===== src/rtl/status_reg_pkg.sv =====
// Shared definitions for the 6502 processor status register (P).
// Holds the P bit positions, the commit-control and branch-select encodings,
// the stored-flag record and a helper that builds an 8-bit P image.
package status_reg_pkg;

    // P bit positions
    localparam int FLAG_SHFT_C = 0;
    localparam int FLAG_SHFT_Z = 1;
    localparam int FLAG_SHFT_I = 2;
    localparam int FLAG_SHFT_D = 3;
    localparam int FLAG_SHFT_B = 4;
    localparam int FLAG_SHFT_U = 5;
    localparam int FLAG_SHFT_V = 6;
    localparam int FLAG_SHFT_N = 7;

    // Commit operations; codes 12-15 are unused and behave as NOP.
    typedef enum logic [3:0] {
        PREG_CTRL_NOP      = 4'd0,
        PREG_CTRL_ALU      = 4'd1,
        PREG_CTRL_LOAD     = 4'd2,
        PREG_CTRL_LOAD_RTI = 4'd3,
        PREG_CTRL_CLC      = 4'd4,
        PREG_CTRL_SEC      = 4'd5,
        PREG_CTRL_CLI      = 4'd6,
        PREG_CTRL_SEI      = 4'd7,
        PREG_CTRL_CLV      = 4'd8,
        PREG_CTRL_CLD      = 4'd9,
        PREG_CTRL_SED      = 4'd10,
        PREG_CTRL_IRQ      = 4'd11
    } preg_ctrl_e;

    // Branch flag selector, taken from branch opcode bits [7:6]
    typedef enum logic [1:0] {
        BR_SEL_N = 2'b00,
        BR_SEL_V = 2'b01,
        BR_SEL_C = 2'b10,
        BR_SEL_Z = 2'b11
    } br_sel_e;

    // Only these six flags exist as storage; bits 5 and 4 are synthesised.
    typedef struct packed {
        logic n;
        logic v;
        logic d;
        logic i;
        logic z;
        logic c;
    } flags_t;

    // Build an 8-bit P image; bit 5 is always 1, bit 4 is supplied by caller.
    function automatic logic [7:0] p_image(flags_t f, logic b_bit);
        logic [7:0] p;
        p              = '0;
        p[FLAG_SHFT_N] = f.n;
        p[FLAG_SHFT_V] = f.v;
        p[FLAG_SHFT_U] = 1'b1;
        p[FLAG_SHFT_B] = b_bit;
        p[FLAG_SHFT_D] = f.d;
        p[FLAG_SHFT_I] = f.i;
        p[FLAG_SHFT_Z] = f.z;
        p[FLAG_SHFT_C] = f.c;
        return p;
    endfunction

endpackage


===== src/rtl/status_reg_if.sv =====
// Flag/control bus between the CPU control logic + ALU (master) and the
// status register (slave).
//  en, ctrl, upd_mask   commit strobe, operation, ALU per-bit write enable
//  alu_flag_in          ALU FLAG_OUT being committed
//  din                  data byte for PLP/RTI
//  sync                 instruction-boundary (opcode fetch) cycle
//  push_brk             B bit of the push image (1 = PHP/BRK)
//  br_cond              branch opcode bits [7:5]
//  alu_flag_out         current P, feeds the ALU FLAG_IN
//  dout                 push image of P
//  br_taken             branch condition result
//  irq_mask             I as seen by the interrupt poller
interface status_reg_if;
    import status_reg_pkg::*;

    logic       en;
    logic [3:0] ctrl;
    logic [7:0] upd_mask;
    logic [7:0] alu_flag_in;
    logic [7:0] din;
    logic       sync;
    logic       push_brk;
    logic [2:0] br_cond;
    logic [7:0] alu_flag_out;
    logic [7:0] dout;
    logic       br_taken;
    logic       irq_mask;

    modport master (
        output en, ctrl, upd_mask, alu_flag_in, din, sync, push_brk, br_cond,
        input  alu_flag_out, dout, br_taken, irq_mask
    );

    modport slave (
        input  en, ctrl, upd_mask, alu_flag_in, din, sync, push_brk, br_cond,
        output alu_flag_out, dout, br_taken, irq_mask
    );

endinterface


===== src/rtl/status_reg_branch_cond.sv =====
// Branch condition evaluator (combinational).
//  n, v, c, z   current stored flags
//  br_cond      branch opcode bits [7:5]: [2:1] select flag, [0] required value
//  br_taken     1 when the selected flag equals br_cond[0]
module status_reg_branch_cond
    import status_reg_pkg::*;
(
    input  logic       n,
    input  logic       v,
    input  logic       c,
    input  logic       z,
    input  logic [2:0] br_cond,
    output logic       br_taken
);

    logic flag_sel;

    always_comb begin
        flag_sel = 1'b0;
        case (br_sel_e'(br_cond[2:1]))
            BR_SEL_N: flag_sel = n;
            BR_SEL_V: flag_sel = v;
            BR_SEL_C: flag_sel = c;
            BR_SEL_Z: flag_sel = z;
            default:  flag_sel = 1'b0;
        endcase
    end

    assign br_taken = (flag_sel == br_cond[0]);

endmodule


===== src/rtl/status_reg.sv =====
// 6502 processor status register (P).
// Stores N V D I Z C, commits ALU flags under a per-bit mask, executes the
// flag instructions, PLP/RTI loads and interrupt entry, produces the PHP/BRK
// push image and branch decisions, and keeps the interrupt poller's copy of I
// one instruction boundary behind the architectural I.
//  clk          clock, all state changes on rising edge
//  rst_n        synchronous active-low reset
//  bus          status_reg_if slave modport (see interface for members)
module status_reg
    import status_reg_pkg::*;
#(
    parameter logic [7:0] RESET_P = 8'h24
) (
    input  logic         clk,
    input  logic         rst_n,
    status_reg_if.slave  bus
);

    localparam flags_t RESET_FLAGS = '{
        n: RESET_P[FLAG_SHFT_N],
        v: RESET_P[FLAG_SHFT_V],
        d: RESET_P[FLAG_SHFT_D],
        i: RESET_P[FLAG_SHFT_I],
        z: RESET_P[FLAG_SHFT_Z],
        c: RESET_P[FLAG_SHFT_C]
    };

    flags_t flags_q;
    flags_t flags_d;
    flags_t din_flags;
    flags_t alu_merged;
    logic   irq_mask_q;
    logic   irq_mask_d;

    // Bits 5 and 4 of the mask, ALU flags and data byte have no storage behind
    // them and are deliberately dropped.
    logic   unused_bits;
    assign unused_bits = ^{bus.upd_mask[FLAG_SHFT_U], bus.upd_mask[FLAG_SHFT_B],
                           bus.alu_flag_in[FLAG_SHFT_U], bus.alu_flag_in[FLAG_SHFT_B],
                           bus.din[FLAG_SHFT_U], bus.din[FLAG_SHFT_B]};

    assign din_flags = '{
        n: bus.din[FLAG_SHFT_N],
        v: bus.din[FLAG_SHFT_V],
        d: bus.din[FLAG_SHFT_D],
        i: bus.din[FLAG_SHFT_I],
        z: bus.din[FLAG_SHFT_Z],
        c: bus.din[FLAG_SHFT_C]
    };

    assign alu_merged = '{
        n: bus.upd_mask[FLAG_SHFT_N] ? bus.alu_flag_in[FLAG_SHFT_N] : flags_q.n,
        v: bus.upd_mask[FLAG_SHFT_V] ? bus.alu_flag_in[FLAG_SHFT_V] : flags_q.v,
        d: bus.upd_mask[FLAG_SHFT_D] ? bus.alu_flag_in[FLAG_SHFT_D] : flags_q.d,
        i: bus.upd_mask[FLAG_SHFT_I] ? bus.alu_flag_in[FLAG_SHFT_I] : flags_q.i,
        z: bus.upd_mask[FLAG_SHFT_Z] ? bus.alu_flag_in[FLAG_SHFT_Z] : flags_q.z,
        c: bus.upd_mask[FLAG_SHFT_C] ? bus.alu_flag_in[FLAG_SHFT_C] : flags_q.c
    };

    always_comb begin
        flags_d = flags_q;
        // The poller copy takes the pre-commit I at each instruction boundary,
        // which gives CLI/SEI/PLP their one-instruction latency.
        irq_mask_d = bus.sync ? flags_q.i : irq_mask_q;

        if (bus.en) begin
            case (preg_ctrl_e'(bus.ctrl))
                PREG_CTRL_ALU:  flags_d = alu_merged;
                PREG_CTRL_LOAD: flags_d = din_flags;
                PREG_CTRL_LOAD_RTI: begin
                    flags_d = din_flags;
                    // RTI restores the poller's mask at once, overriding sync.
                    irq_mask_d = bus.din[FLAG_SHFT_I];
                end
                PREG_CTRL_CLC:  flags_d.c = 1'b0;
                PREG_CTRL_SEC:  flags_d.c = 1'b1;
                PREG_CTRL_CLI:  flags_d.i = 1'b0;
                PREG_CTRL_SEI:  flags_d.i = 1'b1;
                PREG_CTRL_CLV:  flags_d.v = 1'b0;
                PREG_CTRL_CLD:  flags_d.d = 1'b0;
                PREG_CTRL_SED:  flags_d.d = 1'b1;
                // NMOS behaviour: interrupt entry leaves D alone.
                PREG_CTRL_IRQ:  flags_d.i = 1'b1;
                default: ;
            endcase
        end
    end

    always_ff @(posedge clk) begin
        if (!rst_n) begin
            flags_q    <= RESET_FLAGS;
            irq_mask_q <= 1'b1;
        end else begin
            flags_q    <= flags_d;
            irq_mask_q <= irq_mask_d;
        end
    end

    // ALU always sees bits 5 and 4 as 1.
    assign bus.alu_flag_out = p_image(flags_q, 1'b1);
    assign bus.dout         = p_image(flags_q, bus.push_brk);
    assign bus.irq_mask     = irq_mask_q;

    status_reg_branch_cond u_branch_cond (
        .n        (flags_q.n),
        .v        (flags_q.v),
        .c        (flags_q.c),
        .z        (flags_q.z),
        .br_cond  (bus.br_cond),
        .br_taken (bus.br_taken)
    );

endmodule


===== src/flat_wrapper.sv =====
// flat-port wrapper written by rule: the top's interface ports become plain ports
module status_reg_flat import status_reg_pkg::*;
#(
    parameter logic [7:0] RESET_P = 8'h24
)
  (clk, rst_n, bus_en, bus_ctrl, bus_upd_mask, bus_alu_flag_in, bus_din, bus_sync, bus_push_brk, bus_br_cond, bus_alu_flag_out, bus_dout, bus_br_taken, bus_irq_mask);
  status_reg_if bus_i ();
  input  logic clk;
  input  logic rst_n;
  input wire logic [$bits(bus_i.en)-1:0] bus_en;
  input wire logic [$bits(bus_i.ctrl)-1:0] bus_ctrl;
  input wire logic [$bits(bus_i.upd_mask)-1:0] bus_upd_mask;
  input wire logic [$bits(bus_i.alu_flag_in)-1:0] bus_alu_flag_in;
  input wire logic [$bits(bus_i.din)-1:0] bus_din;
  input wire logic [$bits(bus_i.sync)-1:0] bus_sync;
  input wire logic [$bits(bus_i.push_brk)-1:0] bus_push_brk;
  input wire logic [$bits(bus_i.br_cond)-1:0] bus_br_cond;
  output wire logic [$bits(bus_i.alu_flag_out)-1:0] bus_alu_flag_out;
  output wire logic [$bits(bus_i.dout)-1:0] bus_dout;
  output wire logic [$bits(bus_i.br_taken)-1:0] bus_br_taken;
  output wire logic [$bits(bus_i.irq_mask)-1:0] bus_irq_mask;
  assign bus_i.en = bus_en;
  assign bus_i.ctrl = bus_ctrl;
  assign bus_i.upd_mask = bus_upd_mask;
  assign bus_i.alu_flag_in = bus_alu_flag_in;
  assign bus_i.din = bus_din;
  assign bus_i.sync = bus_sync;
  assign bus_i.push_brk = bus_push_brk;
  assign bus_i.br_cond = bus_br_cond;
  assign bus_alu_flag_out = bus_i.alu_flag_out;
  assign bus_dout = bus_i.dout;
  assign bus_br_taken = bus_i.br_taken;
  assign bus_irq_mask = bus_i.irq_mask;
  status_reg #(.RESET_P(RESET_P)) u_core (.clk(clk), .rst_n(rst_n), .bus(bus_i));
endmodule

===== config.mk =====
export PLATFORM = sky130hd
export DESIGN_NAME = status_reg_flat
export DESIGN_NICKNAME = d
export VERILOG_FILES = /design/src/rtl/status_reg_pkg.sv /design/src/rtl/status_reg_if.sv /design/src/rtl/status_reg_branch_cond.sv /design/src/rtl/status_reg.sv /design/src/flat_wrapper.sv
export SDC_FILE = /design/constraint.sdc
export NUM_CORES = 1
export LEC_CHECK = 0
export CAP_MARGIN = 20
export CORE_MARGIN = 2
export CORE_UTILIZATION = 36
export CTS_CLUSTER_SIZE = 24
export DETAILED_ROUTE_END_ITERATION = 12
export GPL_TIMING_DRIVEN = 0
export PLACE_DENSITY = 0.91
export SYNTH_ARGS = -nofsm -noshare
export SYNTH_HDL_FRONTEND = slang
export SYNTH_SLANG_ARGS = --single-unit

===== constraint.sdc =====
create_clock -name clk -period 2.9 [get_ports clk]
set_clock_uncertainty 0.15 [all_clocks]
set_input_delay 0.58 -clock clk [delete_from_list [all_inputs] [get_ports clk]]
set_output_delay 0.58 -clock clk [all_outputs]
set_load 0.01 [all_outputs]

==> flow_summary.yaml <==
power_and_ir_drop:
  power_per_cell_area_mw_per_mm2: 275
  worst_ir_drop_vdd_mv: 0.251
  static-leakage-power_uw: 0.000486
routing:
  num_vias: 803
  detailedRoute.firstIterationViolations: 10
  ant_nets_after_route: 0
  vias_per_cell: 4.99
  post-route-drc-count: 0
  dr.pass1.iters: 4
  wire_per_inst_um: 12.6
  drt-total-wl_um: 2040
die:
  placementRows: 16
  chip_height_um: 48.7
  ioPinCount: 54
  die_area_mm2: 0.00237
  core_area_mm2: 0.00192
  start_util: 0.374
  die_width_um: 48.7
worst_setup_path:
  critical_path.top_delay_family: "buffers and inverters"
  crit_buf_inv: 2
  criticalPathCategory: "in -> out"
  critical_path_max_stage_delay_ps: 510
  critPathMaxFanout: 1
  critPathLaunch: "bus_br_cond[1]"
  cp_data_arrival_time_ps: 2040
  cp_data_required_time_ps: 2170
  crit_path_end_kind: "output port"
  r2r_start: "u_core.bus.irq_mask"
  timing.critical_path.cells: "clkdlybuf4s50_1 > mux4_2 > xnor2_1 > dlygate4sd2_1"
  worst_path_max_delay_cell: "sky130_fd_sc_hd__mux4_2"
  startpoint_type: "primary input"
worst_hold_path:
  worst_min_delay_path_class: "reg -> reg"
  hold_start: "u_core.bus.alu_flag_out[6]"
placement:
  placement.cell_area_mm2: 0.00119
  gp_routability_congestion: 0.770
  place.port_buffers: 43
  hpwl_um: 1700
  dp_cells: 157
synthesis:
  netlist_area_um2: 719
  synth-edff-count: 0
  synth_sequential_area_ratio: 0.195
  synth_area_per_cell_um2: 8.46
  synth_ff_type: "sky130_fd_sc_hd__dfxtp_1"
  postSynthRegisterBits: 7
  ys_types: 34
  netlist_instances: 85
  synth.yosys.warnings: 0
  postSynth.asyncResetShare: 0
global_route:
  grt_overflow: 0
  groute.layer.met2.usage: 0.358
  gr-usage-all-layers: 0.185
  pin_count_of_the_biggest_net_entering_global_routing: 11
  gr-usage-met1: 0.158
  global_route.usage.met3: 0.0926
  grt_antenna_before_repair: 0
  grt_most_used_layer: "met2"
  first_global_vias: 793
  wire_length_of_the_first_global_routing_pass_um: 3420
sta:
  hold_viol: 0
  timing.final.setup_violations: 0
  post-route-period-util: 0.954
  timing.fmax_mhz: 361
  final.min_clock_period_ps: 2770
  grt_setup_unrepaired: "false"
  slew_viol_final: 0
clock_tree:
  cts.sink_count: 7
  clk_root_buffer_cell: "sky130_fd_sc_hd__clkbuf_4"
  clock_tree.htree_level_count: 1
  maximum_clock_path_buffer_count: 2
  cts_inserted_buffers: 3
  cts_tree: "done"
  clkLatencyLatePin_ps: 260
  cts.reportedPaths.clkPinSlew_ps: 50
final_layout:
  post_route_cells_drive_above_1_share: 0.231
  filler_cell_count: 176
  layout_common_cells: "sky130_fd_sc_hd__clkdlybuf4s50_1 (42), sky130_fd_sc_hd__buf_4 (16), sky130_fd_sc_hd__a21oi_1 (8)"
  antennaDiodeCount: 0
  fin_nets: 171
  flow.area_growth_from_synthesis_pct: 69.0
  finished_cell_area_mm2: 0.00122
  finish.cell_count_without_fillers: 161
  mostFrequentLayoutCell: "sky130_fd_sc_hd__clkdlybuf4s50_1"
flow_run:
  max_cap_viol_count: 0
status:
  outcome: "completed"
-- routing by layer --
| layer | up-vias | share of wire |
|---|---|---|
| met4 | 0 | 0.026 |
| met5 | - | 0 |
| met3 | 6 | 0.092 |
| met2 | 36 | 0.55 |
| met1 | 366 | 0.33 |
| li1 | 395 | - |
-- cell type report --
type / count / area (um^2) / share of cell area
plain buffers: 19 / 141 / 0.116
clock buffers: 4 / 26.3 / 0.0216
inverters: 2 / 7.51 / 0.00617
multi-input cells: 59 / 438 / 0.360
flip-flops and latches: 7 / 140 / 0.115
well taps: 27 / 33.8 / 0.0278
repair buffers: 43 / 429 / 0.353
-- sequential cells by signal, indices dropped and copies added (netlist names) --
register                 flops
u_core.bus.alu_flag_out      6
u_core.bus.irq_mask          1
-- worst paths after layout --
kind | end | slack (ps) | cells past startpoint
max | bus_br_taken | 130 | 4
min | u_core.bus.alu_flag_out[6] | 380 | 2
max reg2reg | u_core.bus.irq_mask | 2000 | 4
min reg2reg | u_core.bus.alu_flag_out[6] | 380 | 2
-- through the flow --
step | utilization | setup TNS [ps] | hold slack [ps] | total power [uW] | setup slack, ps
final | 0.633 | 0 | 379 | 335 | 133
after global routing | 0.633 | 0 | 400 | 358 | 45.4
after CTS | 0.633 | 0 | 385 | 337 | 101
after detailed placement | 0.620 | -170 | 381 | 247 | -170
after global placement | 0.620 | -81.3 | 350 | 243 | -81.3
after floorplan | - | 0 | 322 | 173 | 863
-- power breakdown --
part           internal (uW)  switching (uW)  leakage (uW)  total (uW)
Clock                   52.6            37.5     0.0000150        90.1
Sequential               101            3.97     0.0000571         105
Combinational           86.1            53.3      0.000414         139
-- repair_timing --
item	CTS	global route
setup endpoints to repair	1	0
hold buffers	0	0
setup buffers	0	0
endpoints found under the hold margin	0	0
resized for setup	1	0
-- synthesized netlist by cell type (2+ instances only) --
master,count,area (um^2)
sky130_fd_sc_hd__buf_4,16,120
sky130_fd_sc_hd__a21oi_1,8,40.0
sky130_fd_sc_hd__dfxtp_1,7,140
sky130_fd_sc_hd__nand2_1,7,26.3
sky130_fd_sc_hd__a211oi_1,5,37.5
sky130_fd_sc_hd__mux2i_1,5,50.1
sky130_fd_sc_hd__nor2_1,4,15.0
sky130_fd_sc_hd__buf_2,2,10.0
sky130_fd_sc_hd__inv_1,2,7.51
sky130_fd_sc_hd__nand3b_1,2,15.0
sky130_fd_sc_hd__nor3_2,2,20.0
sky130_fd_sc_hd__nor3b_1,2,15.0
sky130_fd_sc_hd__o21a_1,2,15.0
-- worst reg2reg max path: cells and delay by family (launching register included) --
family / cells / cell delay, ps
compound gates: 1 / 40
simple gates: 2 / 160
flops: 1 / 310
mux: 1 / 120
-- kinds of logic after synthesis --
logic type / count (synthesis) / share of synthesized area
compound gates: 25 / 0.268
simple gates: 24 / 0.212
buf+inv: 21 / 0.207
flops: 7 / 0.195
mux: 6 / 0.101
xor+xnor: 1 / 0.0122
other cells: 1 / 0.00521
No activity file was read; power rests on OpenSTA's default activity.
